===== config.mk =====
export PLATFORM = sky130hd
export DESIGN_NAME = gpu_op_arbiter
export DESIGN_NICKNAME = d
export VERILOG_FILES = /design/src/rtl/gpu_op_arbiter.sv
export SDC_FILE = /design/constraint.sdc
export NUM_CORES = 1
export LEC_CHECK = 0
export ABC_AREA = 1
export CAP_MARGIN = 25
export CORE_MARGIN = 8
export CORE_UTILIZATION = 31
export CTS_CLUSTER_DIAMETER = 120
export DETAILED_ROUTE_END_ITERATION = 8
export PLACE_DENSITY = 0.74
export SYNTH_ARGS = -nofsm -noshare
export SYNTH_HDL_FRONTEND = slang
export SYNTH_SLANG_ARGS = --single-unit

===== constraint.sdc =====
create_clock -name clk -period 1.3 [get_ports clk]
set_clock_uncertainty 0.05 [all_clocks]
set_input_delay 0.13 -clock clk [delete_from_list [all_inputs] [get_ports clk]]
set_output_delay 0.13 -clock clk [all_outputs]
set_load 0.02 [all_outputs]

===== src/rtl/gpu_op_arbiter.sv =====
// rtl/gpu_op_arbiter.sv - two-producer packet-locked round-robin arbiter for the GPU op FIFO write port
// Optional: define GPU_OP_ARBITER_STATS_EN to add stat_ops0/stat_ops1/stat_timeouts counters.
module gpu_op_arbiter #(
  parameter int OP_WIDTH = 32,
  parameter int TIMEOUT  = 1024
) (
  input  logic                clk,
  input  logic                rst,
  input  logic                ce,
  input  logic [OP_WIDTH-1:0] req0_op,
  input  logic                req0_last,
  input  logic                req0_valid,
  output logic                req0_ready,
  input  logic [OP_WIDTH-1:0] req1_op,
  input  logic                req1_last,
  input  logic                req1_valid,
  output logic                req1_ready,
  output logic [OP_WIDTH-1:0] op,
  output logic                op_wr_en,
  input  logic                op_full,
  output logic                busy,
`ifdef GPU_OP_ARBITER_STATS_EN
  output logic [15:0]         stat_ops0,
  output logic [15:0]         stat_ops1,
  output logic [7:0]          stat_timeouts,
`endif
  output logic                timeout_err
);

  typedef enum logic [1:0] {IDLE, LOCK0, LOCK1} state_t;

  // Counter is sized to hold TIMEOUT; a minimum width of 1 bit keeps declarations legal when the watchdog is off.
  localparam int CW = (TIMEOUT > 0) ? $clog2(TIMEOUT + 1) : 1;
  localparam int TLIM_I = (TIMEOUT > 0) ? TIMEOUT - 1 : 0;
  localparam logic [CW-1:0] TLIM = TLIM_I[CW-1:0];

  state_t        state, state_nxt;
  logic          rr_ptr, rr_nxt;
  logic [CW-1:0] cnt, cnt_nxt;
  logic          err_nxt;
  logic          grant0, grant1, xfer0, xfer1, xfer_last, stall;

  // Grant selection and the zero-latency transfer path; outputs are forced quiet while in reset.
  always_comb begin
    grant0 = 1'b0;
    grant1 = 1'b0;
    case (state)
      IDLE: begin
        grant0 = req0_valid & (~req1_valid | ~rr_ptr);
        grant1 = req1_valid & (~req0_valid | rr_ptr);
      end
      LOCK0:   grant0 = 1'b1;
      LOCK1:   grant1 = 1'b1;
      default: ;
    endcase
    xfer0      = rst & ce & grant0 & req0_valid & ~op_full;
    xfer1      = rst & ce & grant1 & req1_valid & ~op_full;
    req0_ready = xfer0;
    req1_ready = xfer1;
    op_wr_en   = xfer0 | xfer1;
    busy       = rst & (state != IDLE);
    if (!rst)        op = '0;
    else if (grant0) op = req0_op;
    else if (grant1) op = req1_op;
    else             op = '0;
  end

  // Next-state: packet lock/release, round-robin pointer and lock watchdog; a transfer beats a stall.
  always_comb begin
    state_nxt = state;
    rr_nxt    = rr_ptr;
    cnt_nxt   = cnt;
    err_nxt   = 1'b0;
    stall     = ((state == LOCK0) & ~req0_valid) | ((state == LOCK1) & ~req1_valid);
    xfer_last = (xfer0 & req0_last) | (xfer1 & req1_last);
    if (ce) begin
      if (xfer0 | xfer1) begin
        cnt_nxt = '0;
        if (xfer_last) begin
          state_nxt = IDLE;
          rr_nxt    = xfer0;
        end else begin
          state_nxt = xfer0 ? LOCK0 : LOCK1;
        end
      end else if (stall && (TIMEOUT > 0)) begin
        if (cnt == TLIM) begin
          state_nxt = IDLE;
          rr_nxt    = (state == LOCK0);
          cnt_nxt   = '0;
          err_nxt   = 1'b1;
        end else begin
          cnt_nxt = cnt + CW'(1);
        end
      end
    end
  end

  // State register; timeout_err is a one-cycle registered pulse.
  always_ff @(posedge clk or negedge rst) begin
    if (!rst) begin
      state       <= IDLE;
      rr_ptr      <= 1'b0;
      cnt         <= '0;
      timeout_err <= 1'b0;
    end else begin
      state       <= state_nxt;
      rr_ptr      <= rr_nxt;
      cnt         <= cnt_nxt;
      timeout_err <= err_nxt;
    end
  end

`ifdef GPU_OP_ARBITER_STATS_EN
  // Debug counters; they wrap naturally and only move on ce cycles.
  always_ff @(posedge clk or negedge rst) begin
    if (!rst) begin
      stat_ops0     <= '0;
      stat_ops1     <= '0;
      stat_timeouts <= '0;
    end else begin
      if (xfer0)   stat_ops0     <= stat_ops0 + 16'd1;
      if (xfer1)   stat_ops1     <= stat_ops1 + 16'd1;
      if (err_nxt) stat_timeouts <= stat_timeouts + 8'd1;
    end
  end
`endif

endmodule


* Word level (Yosys, flattened, before mapping)
Index checks and enable logic that the tools add are counted.
** Storage, ports and cells
- Flip-flop bits (word level) :: 15
- Output and inout bits :: 37
- Logic and storage cells :: 60
** Cells by class
- Add/sub/neg operators :: 1
- Equal/unequal tests :: 4
- Multiplexer cells :: 21
- Bitwise gates (word level) :: 23
- Reduce and logical (&&, ||, !) cells :: 7
** Operators by type and width (number)
- 2-to-1 mux 32 bit :: 3
- 2-to-1 mux 11 bit :: 3
- bitwise AND 1 bit :: 14
- adder 11 x 1 -> 11 bit (second input constant) :: 1
- == test 11 x 10 -> 1 bit (second input constant) :: 1
- 2-to-1 mux 2 bit :: 5
- 2-to-1 mux 1 bit :: 8
- nonzero test 2 bit :: 3
- bitwise OR 1 bit :: 5
- NOT 1 bit :: 4
- case mux 1 bit (2 select lines) :: 2
- AND reduction 4 bit :: 1
- AND reduction 3 bit :: 1
- == test 2 x 1 -> 1 bit (second input constant) :: 1
- == test 2 bit (second input constant) :: 1
- zero test 2 bit :: 1
- != test 2 x 1 -> 1 bit (second input constant) :: 1
- AND reduction 2 bit :: 1

* Longest topological paths before layout
Gate-level depths: netlist of the first run.
- Word-level depth :: 11
- Mapped depth :: 11
- Mapped depth without buffers :: 11

* Worst setup path before layout of the first run
OpenSTA, ideal clock, no wires.
- Kind :: register to output
- Start point :: register state[1]
- End point :: output port op[10]
- Data arrival time :: 1.249 ns
- Required time :: 1.120 ns
- Slack :: -0.129 ns
- Stages on the path, launching flop included :: 7
- Buffers on the path :: 1
- Cells stage by stage :: dfrtp_1 -> inv_2 -> nand3_2 -> nand2_2 -> buf_2 -> nand2_1 -> a21oi_1
** Between the ends
- Longest elaborated chain between the ends :: 5
- Elaborated cells on any way between the ends :: 8
- Those cells by class :: eq/ne: 2; mux: 5; reduce/logical: 1
** RTL lines
- start: declaration :: line 37 : state_t state, state_nxt;
- start signal: assignment :: line 106 : state <= state_nxt;
- == test 2 bit or zero test 2 bit (tied branches) :: line 47 : case (state)
- case mux 1 bit (2 select lines) :: line 47
- 2-to-1 mux 32 bit :: line 64 : else if (grant1) op = req1_op;
- 2-to-1 mux 32 bit (*) :: line 63 : else if (grant0) op = req0_op;
- 2-to-1 mux 32 bit (*) :: line 62 : if (!rst) op = '0;
- end: declaration :: line 18 : output logic [OP_WIDTH-1:0] op,
Mark *: on every way between the ends. The rest lies on a longest branch, timed or not.

* Worst setup path after layout of the first run
- Start point :: register state[0]
- End point :: output port op[22]
The elaborated chain is that of the path after synthesis.

==> reports/results.ini, run 1 <==
[synth]
syn-num-nets = 315
synth_area_per_cell_um2 = 5.920
synth_seq_cells = 15
netlist.area_leader.share_pct = 26.20
synthCells = 242
synth_area_leader_cell = dfrtp_1
yosysWarnings = 0
seq_area_frac_synth_pct = 26.20
synth_area_leaders = dfrtp_1 (26%), nand2_1 (24%), a21oi_1 (12%), inv_1 (5.5%), nand3_1 (4.5%)
ys_types = 26
netlist_area_um2 = 1433

[timing]
hold_violations = 0
drv_slew = 0
relSlewSlack_pct = 80.73
max_freq_mhz = 586.1
setup_slack_ns = -0.4061
period_share_pct = 131.2
worstMarginPinSlew_ns = 0.2868
whs_ns = 0.2798
rsz0062_at_grt = yes
finalSetupViolations = 51
layout_min_cycle_time_ns = 1.706

[power_and_ir_drop]
p_clk_share_pct = 6.8
power_frac_comb_pct = 79.7
switching_share_pct = 46.28
ir_drop_v = 0.001271
seq_power_share_pct = 13.5
intPower_mw = 2.975
leakage_nw = 1.550
switching_power_mw = 2.563
powerDensity_nw_per_um2 = 1598

[detailed_routing]
dr.pass1.iters = 4
vias = 2165
vias_per_cell = 4.920
routed_wl_um = 7315
drtIter0Drc = 57
ant_nets = 0
wl_per_cell_um = 16.63
post-route-drc-count = 0

[clock_network]
cts_buffers = 3
tritoncts = built
h-tree-depth = 1
cts_buffer_depth = 2
clk_pin_slew_worst_paths_ns = 0.06
clock_sinks = 15
cts_root_buf = clkbuf_8
clk_latency_ns = 0.25
ctsHoldBuffers = 0

[global_routing]
grt_max_degree = 20
grt_overflow = 0
antenna_found_initial = 0
grt_pass1_wl_um = 11230
grt_pass1_vias = 2065
grt_usage_pct = 19.05

[worst_setup_path]
rrSetupSlack_ns = -0.34
crit_type = flip-flop to output pin
cp-start-kind = flip-flop
worst_r2r_path_depth = 12
crit_required_ns = 1.12
timing.rr.start = state[0]$_DFFE_PN0P_
r2r_end = cnt[8]$_DFFE_PN0P_
endpoint_kind = output pin
critical_path_arrival_ns = 1.53
cp_max_fo = 9

[placement]
dp_hpwl_um = 5859
place_congestion = 0.8387
pre_cts_slack_ns = -0.8266
port_buffers = 108

[floorplan]
die_w_um = 83.98
die_y_um = 83.98
start_util_pct = 32.45
core_um2 = 4414
io_pins = 109
rows = 24
die_area_um2 = 7053

[cells_and_area]
diodes = 0
syn2layout_area_growth_pct = 141.9
nets = 462
layout-drive-gt1-share_pct = 40.21
fillers = 310

[flow_run]
cap_violations = 0

[outcome]
run_status = finished with violations
violations = negative setup slack

[worst_hold_path]
hp-class = input pin to async pin

## layout by cell type (no fill, tap or decap), drive strengths merged
| cell | count |
|---|---|
| dlymetal6s2s | 1 |
| o21ai | 12 |
| inv | 25 |
| xor2 | 4 |
| nor2 | 13 |
| clkbuf | 6 |
| dfrtp | 15 |
| nand2 | 100 |
| nand4 | 8 |
| buf | 78 |
| nand3b | 1 |
| ha | 1 |
| a21oi | 35 |
| nor3 | 2 |
| a31o | 1 |
| or2 | 1 |
| nand3 | 14 |
| dlygate4sd2 | 1 |
| clkdlybuf4s50 | 70 |
## area by class of cell
class	instances	area (um^2)	area share (%)
sequential	15	375.4	10.83
multi-input combinational	192	1308	37.73
clock buffer	4	45.04	1.300
inverter	25	111.4	3.213
tap	52	65.06	1.877
timing repair buffer	152	1562	45.05
## worst max-delay path, stage by stage, from the launching register on
cell       delay [ns]
dfrtp_1          0.42
nor2_2           0.11
nand2_2          0.07
nand2_4          0.13
clkbuf_16        0.18
nand2_1          0.09
a21oi_4          0.14
buf_6            0.14
## power by group through the flow
stage	clock network, mW	logic (mW)	registers, mW
after floorplan	0	2.14	0.726
after global placement	0	3.66	0.742
after detailed placement	0	3.71	0.748
after CTS	0.391	3.93	0.740
after global routing	0.419	4.72	0.767
final	0.378	4.41	0.746
## timing repair
| action | 4_1_cts | 5_1_grt |
|---|---|---|
| cloned | 0 | 2 |
| resized for setup | 227 | 39 |
| pin swaps | 0 | 2 |
| setup endpoints to repair | 52 | 51 |
| setup buffers | 1 | 1 |
## routing by layer
metal / part of all wire [%] / vias up / global-route usage [%]
li1: - / 1077 / -
met1: 42 / 1016 / 23.00
met2: 51 / 68 / 33.68
met3: 5.9 / 4 / 4.688
met4: 0.52 / 0 / 2.355
met5: 0 / - / 0
## state kept, by name, indices dropped and copies added, names as in the netlist
name / flops
cnt: 11
state: 2
rr_ptr: 1
timeout_err: 1
## per-stage QoR
step	TNS (ns)	area, um^2	util, %	total power [mW]	cells
after global placement	-36.01	3164	71.68	4.401	432
after global routing	-20.80	3466	78.51	5.902	440
after detailed placement	-36.45	3164	71.68	4.456	432
final	-16.39	3466	78.51	5.538	440
after CTS	-15.31	3284	74.40	5.064	437
after floorplan	-0.2039	1732	-	2.861	242
## cell families after synthesis
group,after synthesis,synth area share [%]
compound gates,48,17.29
flops,15,26.20
fa+ha+maj,1,0.8732
buf+inv,35,10.31
simple gates,139,42.88
xor+xnor,4,2.445
## worst max path at each step
| stage | startpoint | end | slack, ns | cells past startpoint |
|---|---|---|---|---|
| floorplan | cnt[1]$_DFFE_PN0P_ | rr_ptr$_DFFE_PN0P_ | -0.06 | 8 |
| global placement | req1_valid | op[1] | -0.82 | 9 |
| detailed placement | req1_valid | op[15] | -0.83 | 9 |
| CTS | rr_ptr$_DFFE_PN0P_ | op[24] | -0.36 | 7 |
| global route | state[0]$_DFFE_PN0P_ | op[23] | -0.50 | 7 |
| finish | state[0]$_DFFE_PN0P_ | op[22] | -0.41 | 7 |
## cells in the mapped netlist
master and number:
or2_2 1, inv_4 1, nand3b_1 1, inv_2 2, nand2_4 2, o21ai_0 8
o21ai_1 3, a21oi_1 35, inv_6 1, nand4_2 1, nand3_2 1, nor3_1 2
clkbuf_1 3, a31o_2 1, dfrtp_1 15, nand2_1 93, nor2_4 1, nand2_2 5
inv_1 21, xor2_1 4, nand3_1 13, nor2_1 12, nand4_1 7, buf_2 7
o21ai_2 1, ha_1 1
No activity file was read; power rests on OpenSTA's default activity.
==> inputs of run 2 (changes only) <==
--- a/config.mk
+++ b/config.mk
@@ -7,6 +7,7 @@
 export LEC_CHECK = 0
 export ABC_AREA = 1
 export CAP_MARGIN = 25
+export CORE_ASPECT_RATIO = 0.8
 export CORE_MARGIN = 8
 export CORE_UTILIZATION = 31
 export CTS_CLUSTER_DIAMETER = 120
==> reports/results.ini, run 2 (synthesis gave the netlist of run 1 again) <==
[outcome]
run_status = finished with violations
violations = negative setup slack

[timing]
relSlewSlack_pct = 79.54
setup_tns_ns = -16.47
hold_violations = 0
finalSetupViolations = 50
rsz0062_at_grt = yes
period_share_pct = 129.8
max_freq_mhz = 592.5
drv_slew = 0
layout_min_cycle_time_ns = 1.688
setup_slack_ns = -0.3878
worstMarginPinSlew_ns = 0.3058

[worst_setup_path]
cp-start-kind = flip-flop
cpMostUsedCell = nand2_1
cp_max_fo = 10
crit_chain = nand2_1, nand3_2, nand2_4, buf_12, nand2_1, a21oi_4, buf_6
critPathSlowestCell = dfrtp_1
critical_path_arrival_ns = 1.51
crit_type = flip-flop to output pin
endpoint_kind = output pin
crit_family = simple AND/OR/NAND/NOR gates
critPathMaxStageDelay_ns = 0.40
critPathBufInv = 2
crit_required_ns = 1.12

[detailed_routing]
ant_nets = 0
wl_met3_um = 396
vias_per_cell = 4.846
topRoutingLayerUsed = met4
post-route-drc-count = 0
routed_wl_um = 7222
wl_met2_um = 3664
drtIter0Drc = 120
wl_per_cell_um = 16.12
wl_met1_um = 3058
dr.pass1.iters = 5
vias = 2171

[cells_and_area]
final_util_pct = 77.83
layout_common_cells = clkdlybuf4s50_1 (69), nand2_1 (67), buf_4 (39)
final_common_cell = clkdlybuf4s50_1
reg.largest.list = cnt (11), state (2)
layout-drive-gt1-share_pct = 44.59
diodes = 0
largest_reg_flops = 11
fin_cells = 448
regMostFlops = cnt
syn2layout_area_growth_pct = 145.2
nets = 462

[floorplan]
start_util_pct = 31.74
die_y_um = 76.81
rows = 22
die_area_um2 = 7066
io_pins = 109
die_w_um = 92.01
core_um2 = 4514

[power_and_ir_drop]
leakage_nw = 1.558
finalPower_mw = 5.519
ir_drop_v = 0.001056
powerDensity_nw_per_um2 = 1571

[global_routing]
antenna_found_initial = 0
grt_overflow = 0
grt_pass1_wl_um = 10850
grt_max_degree = 20
grt_usage_pct = 18.32
grt_pass1_vias = 2072

[placement]
place_congestion = 0.8354
port_buffers = 108
dpl.cell_count = 433
dp_hpwl_um = 5400

[clock_network]
cts_buffer_depth = 2
tritoncts = built
clock_sinks = 15
clk_latency_ns = 0.25
cts_buffers = 3
cts_root_buf = clkbuf_8
h-tree-depth = 1
clk_pin_slew_worst_paths_ns = 0.06

[flow_run]
cap_violations = 0

[worst_hold_path]
hp-class = input pin to async pin

[run 2: changes by cell type in the layout (fill, tap and decap cells not counted), sizes merged]
cell / before / now
clkbuf: 6 / 5
clkdlybuf4s50: 70 / 69
dlygate4sd2: 1 / 3
dlygate4sd3: 0 / 1
dlymetal6s2s: 1 / 0
[run 2: layer usage]
metal / track usage [%] / up-vias
li1: - / 1080
met3: 4.475 / 8
met1: 23.51 / 1006
met2: 30.17 / 77
met5: 0 / -
met4: 3.692 / 0
[run 2: what timing repair did]
item,4_1_cts,5_1_grt
buffers inserted,1,8
gates cloned,0,1
pin swaps,1,14
setup endpoints to repair,52,51
gates resized for setup,225,58
hold endpoints to repair,4,0
hold buffers,1,0
[run 2: final cells by class]
type                       instances  area, um^2
timing repair buffer             152        1531
multi-input combinational        192        1375
fill                             314        1001
sequential                        15       375.4
inverter                          25       111.4
tap                               60       75.07
clock buffer                       4       45.04
[run 2: worst reg2reg max path, stage by stage, from the launching register on]
cell	delay, ns
dfrtp_1	0.40
nand2_1	0.10
nand3_2	0.09
nand2_4	0.14
buf_8	0.15
nand2_8	0.07
nand2_4	0.08
buf_6	0.12
inv_8	0.05
o21ai_4	0.07
nand2_1	0.08
nand2_1	0.07
nand2_1	0.06
[run 2: final timing paths]
check                                   start            endpoint  slack [ns]  depth (start not counted)
max in group asynchronous                 rst  rr_ptr$_DFFE_PN0P_        0.57                          3
setup / recovery           rr_ptr$_DFFE_PN0P_               op[2]       -0.39                          7
setup reg to reg           rr_ptr$_DFFE_PN0P_  rr_ptr$_DFFE_PN0P_       -0.35                         12
hold reg to reg            cnt[6]$_DFFE_PN0P_  cnt[6]$_DFFE_PN0P_        0.50                          1
min in group clk           cnt[6]$_DFFE_PN0P_  cnt[6]$_DFFE_PN0P_        0.50                          1
hold / removal                            rst  cnt[1]$_DFFE_PN0P_        0.03                          2
[run 2: report_power, final]
part	switching, mW	leakage [nW]	total [mW]	internal [mW]
combinational	2.31	1.33	4.38	2.07
clock	0.158	0.0228	0.375	0.217
sequential	0.156	0.201	0.763	0.607
total	2.62	1.56	5.52	2.90
[run 2: through the flow]
step	hold slack, ns	setup WS (ns)	cell area [um^2]
floorplan	-0.2156	-0.06037	1732
global placement	0.4299	-0.8258	3134
detailed placement	0.4556	-0.8499	3134
CTS	0.02357	-0.3620	3243
global route	0.03820	-0.4809	3513
finish	0.03244	-0.3878	3513
==> inputs of run 3 (changes only) <==
--- a/config.mk
+++ b/config.mk
@@ -12,7 +12,7 @@
 export CORE_UTILIZATION = 31
 export CTS_CLUSTER_DIAMETER = 120
 export DETAILED_ROUTE_END_ITERATION = 8
-export PLACE_DENSITY = 0.74
+export PLACE_DENSITY = 0.78
 export SYNTH_ARGS = -nofsm -noshare
 export SYNTH_HDL_FRONTEND = slang
 export SYNTH_SLANG_ARGS = --single-unit
==> reports/results.ini, run 3 (synthesis gave the netlist of run 1 again) <==
[timing]
hold_violations = 0
rsz0062_at_grt = yes
whs_ns = 0.2757
max_freq_mhz = 565.0
setup_slack_ns = -0.4698
layout_min_cycle_time_ns = 1.770
period_share_pct = 136.1
relSlewSlack_pct = 82.85
drv_slew = 0
setup_tns_ns = -20.65
finalSetupViolations = 51
worstMarginPinSlew_ns = 0.2552

[clock_network]
clk_latency_ns = 0.25
tritoncts = built
clk_pin_slew_worst_paths_ns = 0.07
cts_root_buf = clkbuf_8
clock_sinks = 15
cts_buffer_depth = 2
h-tree-depth = 1
ctsHoldBuffers = 0
cts_buffers = 3

[power_and_ir_drop]
ir_drop_v = 0.0009274
intPower_mw = 3.418
power_frac_comb_pct = 81.9
seq_power_share_pct = 11.9
switching_power_mw = 2.989
powerDensity_nw_per_um2 = 1724
p_clk_share_pct = 6.2
switching_share_pct = 46.65
finalPower_mw = 6.407
leakage_nw = 1.666

[cells_and_area]
diodes = 0
syn2layout_area_growth_pct = 159.4
regMostFlops = cnt
final_common_cell = clkdlybuf4s50_1
layout_common_cells = clkdlybuf4s50_1 (69), nand2_1 (58), buf_6 (37)
final_util_pct = 82.32
reg.largest.list = cnt (11), state (2)
fillers = 259
nets = 467
finalInstanceArea_um2 = 3716
largest_reg_flops = 11
layout-drive-gt1-share_pct = 47.07

[detailed_routing]
wl_per_cell_um = 18.51
routed_wl_um = 8387
drtIter0Drc = 86
post-route-drc-count = 0
vias_per_cell = 5.091
ant_nets = 0
vias = 2306
dr.pass1.iters = 4

[outcome]
violations = negative setup slack
run_status = finished with violations

[global_routing]
grt_overflow = 0
grt_max_degree = 20
grt_pass1_wl_um = 11710
antenna_found_initial = 0
grt_usage_pct = 19.99
grt_pass1_vias = 2193

[floorplan]
die_y_um = 76.81
io_pins = 109
start_util_pct = 31.74
core_um2 = 4514
rows = 22
die_area_um2 = 7066
die_w_um = 92.01

[placement]
post_dp_cell_area_um2 = 3142
dp_hpwl_um = 5490
port_buffers = 108
place_congestion = 0.8525

[worst_setup_path]
cp_max_fo = 7
crit_required_ns = 1.39
crit_type = input pin to flip-flop
critical_path_arrival_ns = 1.86
cp-start-kind = input pin
endpoint_kind = flip-flop

[worst_hold_path]
hp-class = input pin to async pin

[flow_run]
cap_violations = 0

## run 3: critical path, stage by stage
cell,delay [ns]
clkdlybuf4s50_1,0.59
nand3_1,0.25
nor2_2,0.23
nand2_4,0.09
nand2_4,0.07
buf_6,0.12
clkinv_8,0.08
o21ai_4,0.09
nand2_1,0.09
nand2_1,0.08
nand2_1,0.05
## run 3: final timing paths
path / start / slack (ns) / depth (start not counted) / endpoint
setup / recovery: rst / -0.47 / 11 / rr_ptr$_DFFE_PN0P_
max in group asynchronous: rst / 0.74 / 2 / rr_ptr$_DFFE_PN0P_
hold reg to reg: cnt[10]$_DFFE_PN0P_ / 0.53 / 4 / cnt[10]$_DFFE_PN0P_
hold / removal: rst / 0.28 / 2 / state[1]$_DFFE_PN0P_
min in group clk: cnt[10]$_DFFE_PN0P_ / 0.53 / 4 / cnt[10]$_DFFE_PN0P_
setup reg to reg: state[0]$_DFFE_PN0P_ / -0.45 / 11 / state[0]$_DFFE_PN0P_
## run 3: final cells by class
cell class / instances / area, um^2 / share of cell area (%)
clock buffers: 4 / 45.04 / 1.212
inverters: 25 / 111.4 / 2.997
multi-input cells: 192 / 1416 / 38.11
flip-flops and latches: 15 / 375.4 / 10.10
well taps: 60 / 75.07 / 2.020
repair buffers: 157 / 1693 / 45.56
## run 3: power groups by stage
stage,clock (mW),combinational (mW),sequential (mW)
4_1_cts,0.393,4.16,0.746
5_1_grt,0.427,5.52,0.780
3_3_place_gp,0,3.63,0.749
2_1_floorplan,0,2.14,0.726
3_5_place_dp,0,3.71,0.753
6_report,0.398,5.25,0.762
## run 3: timing repair
action / CTS / global route
buffers inserted: 3 / 6
endpoints found under the setup margin: 52 / 51
pin swaps: 3 / 15
resized for setup: 234 / 59
cloned: 1 / 5
## run 3: through the flow
stage	setup slack, ns	cells
2_1_floorplan	-0.06037	242
3_3_place_gp	-0.8456	434
3_5_place_dp	-0.8580	434
4_1_cts	-0.3867	442
5_1_grt	-0.5711	453
6_report	-0.4698	453
## run 3: layer usage
metal / routed length [um] / track usage (%) / vias to the layer above
li1: - / - / 1086
met3: 538 / 4.572 / 16
met1: 3364 / 23.26 / 1099
met5: 0 / 0 / -
met4: 210 / 4.013 / 0
met2: 4274 / 36.16 / 105
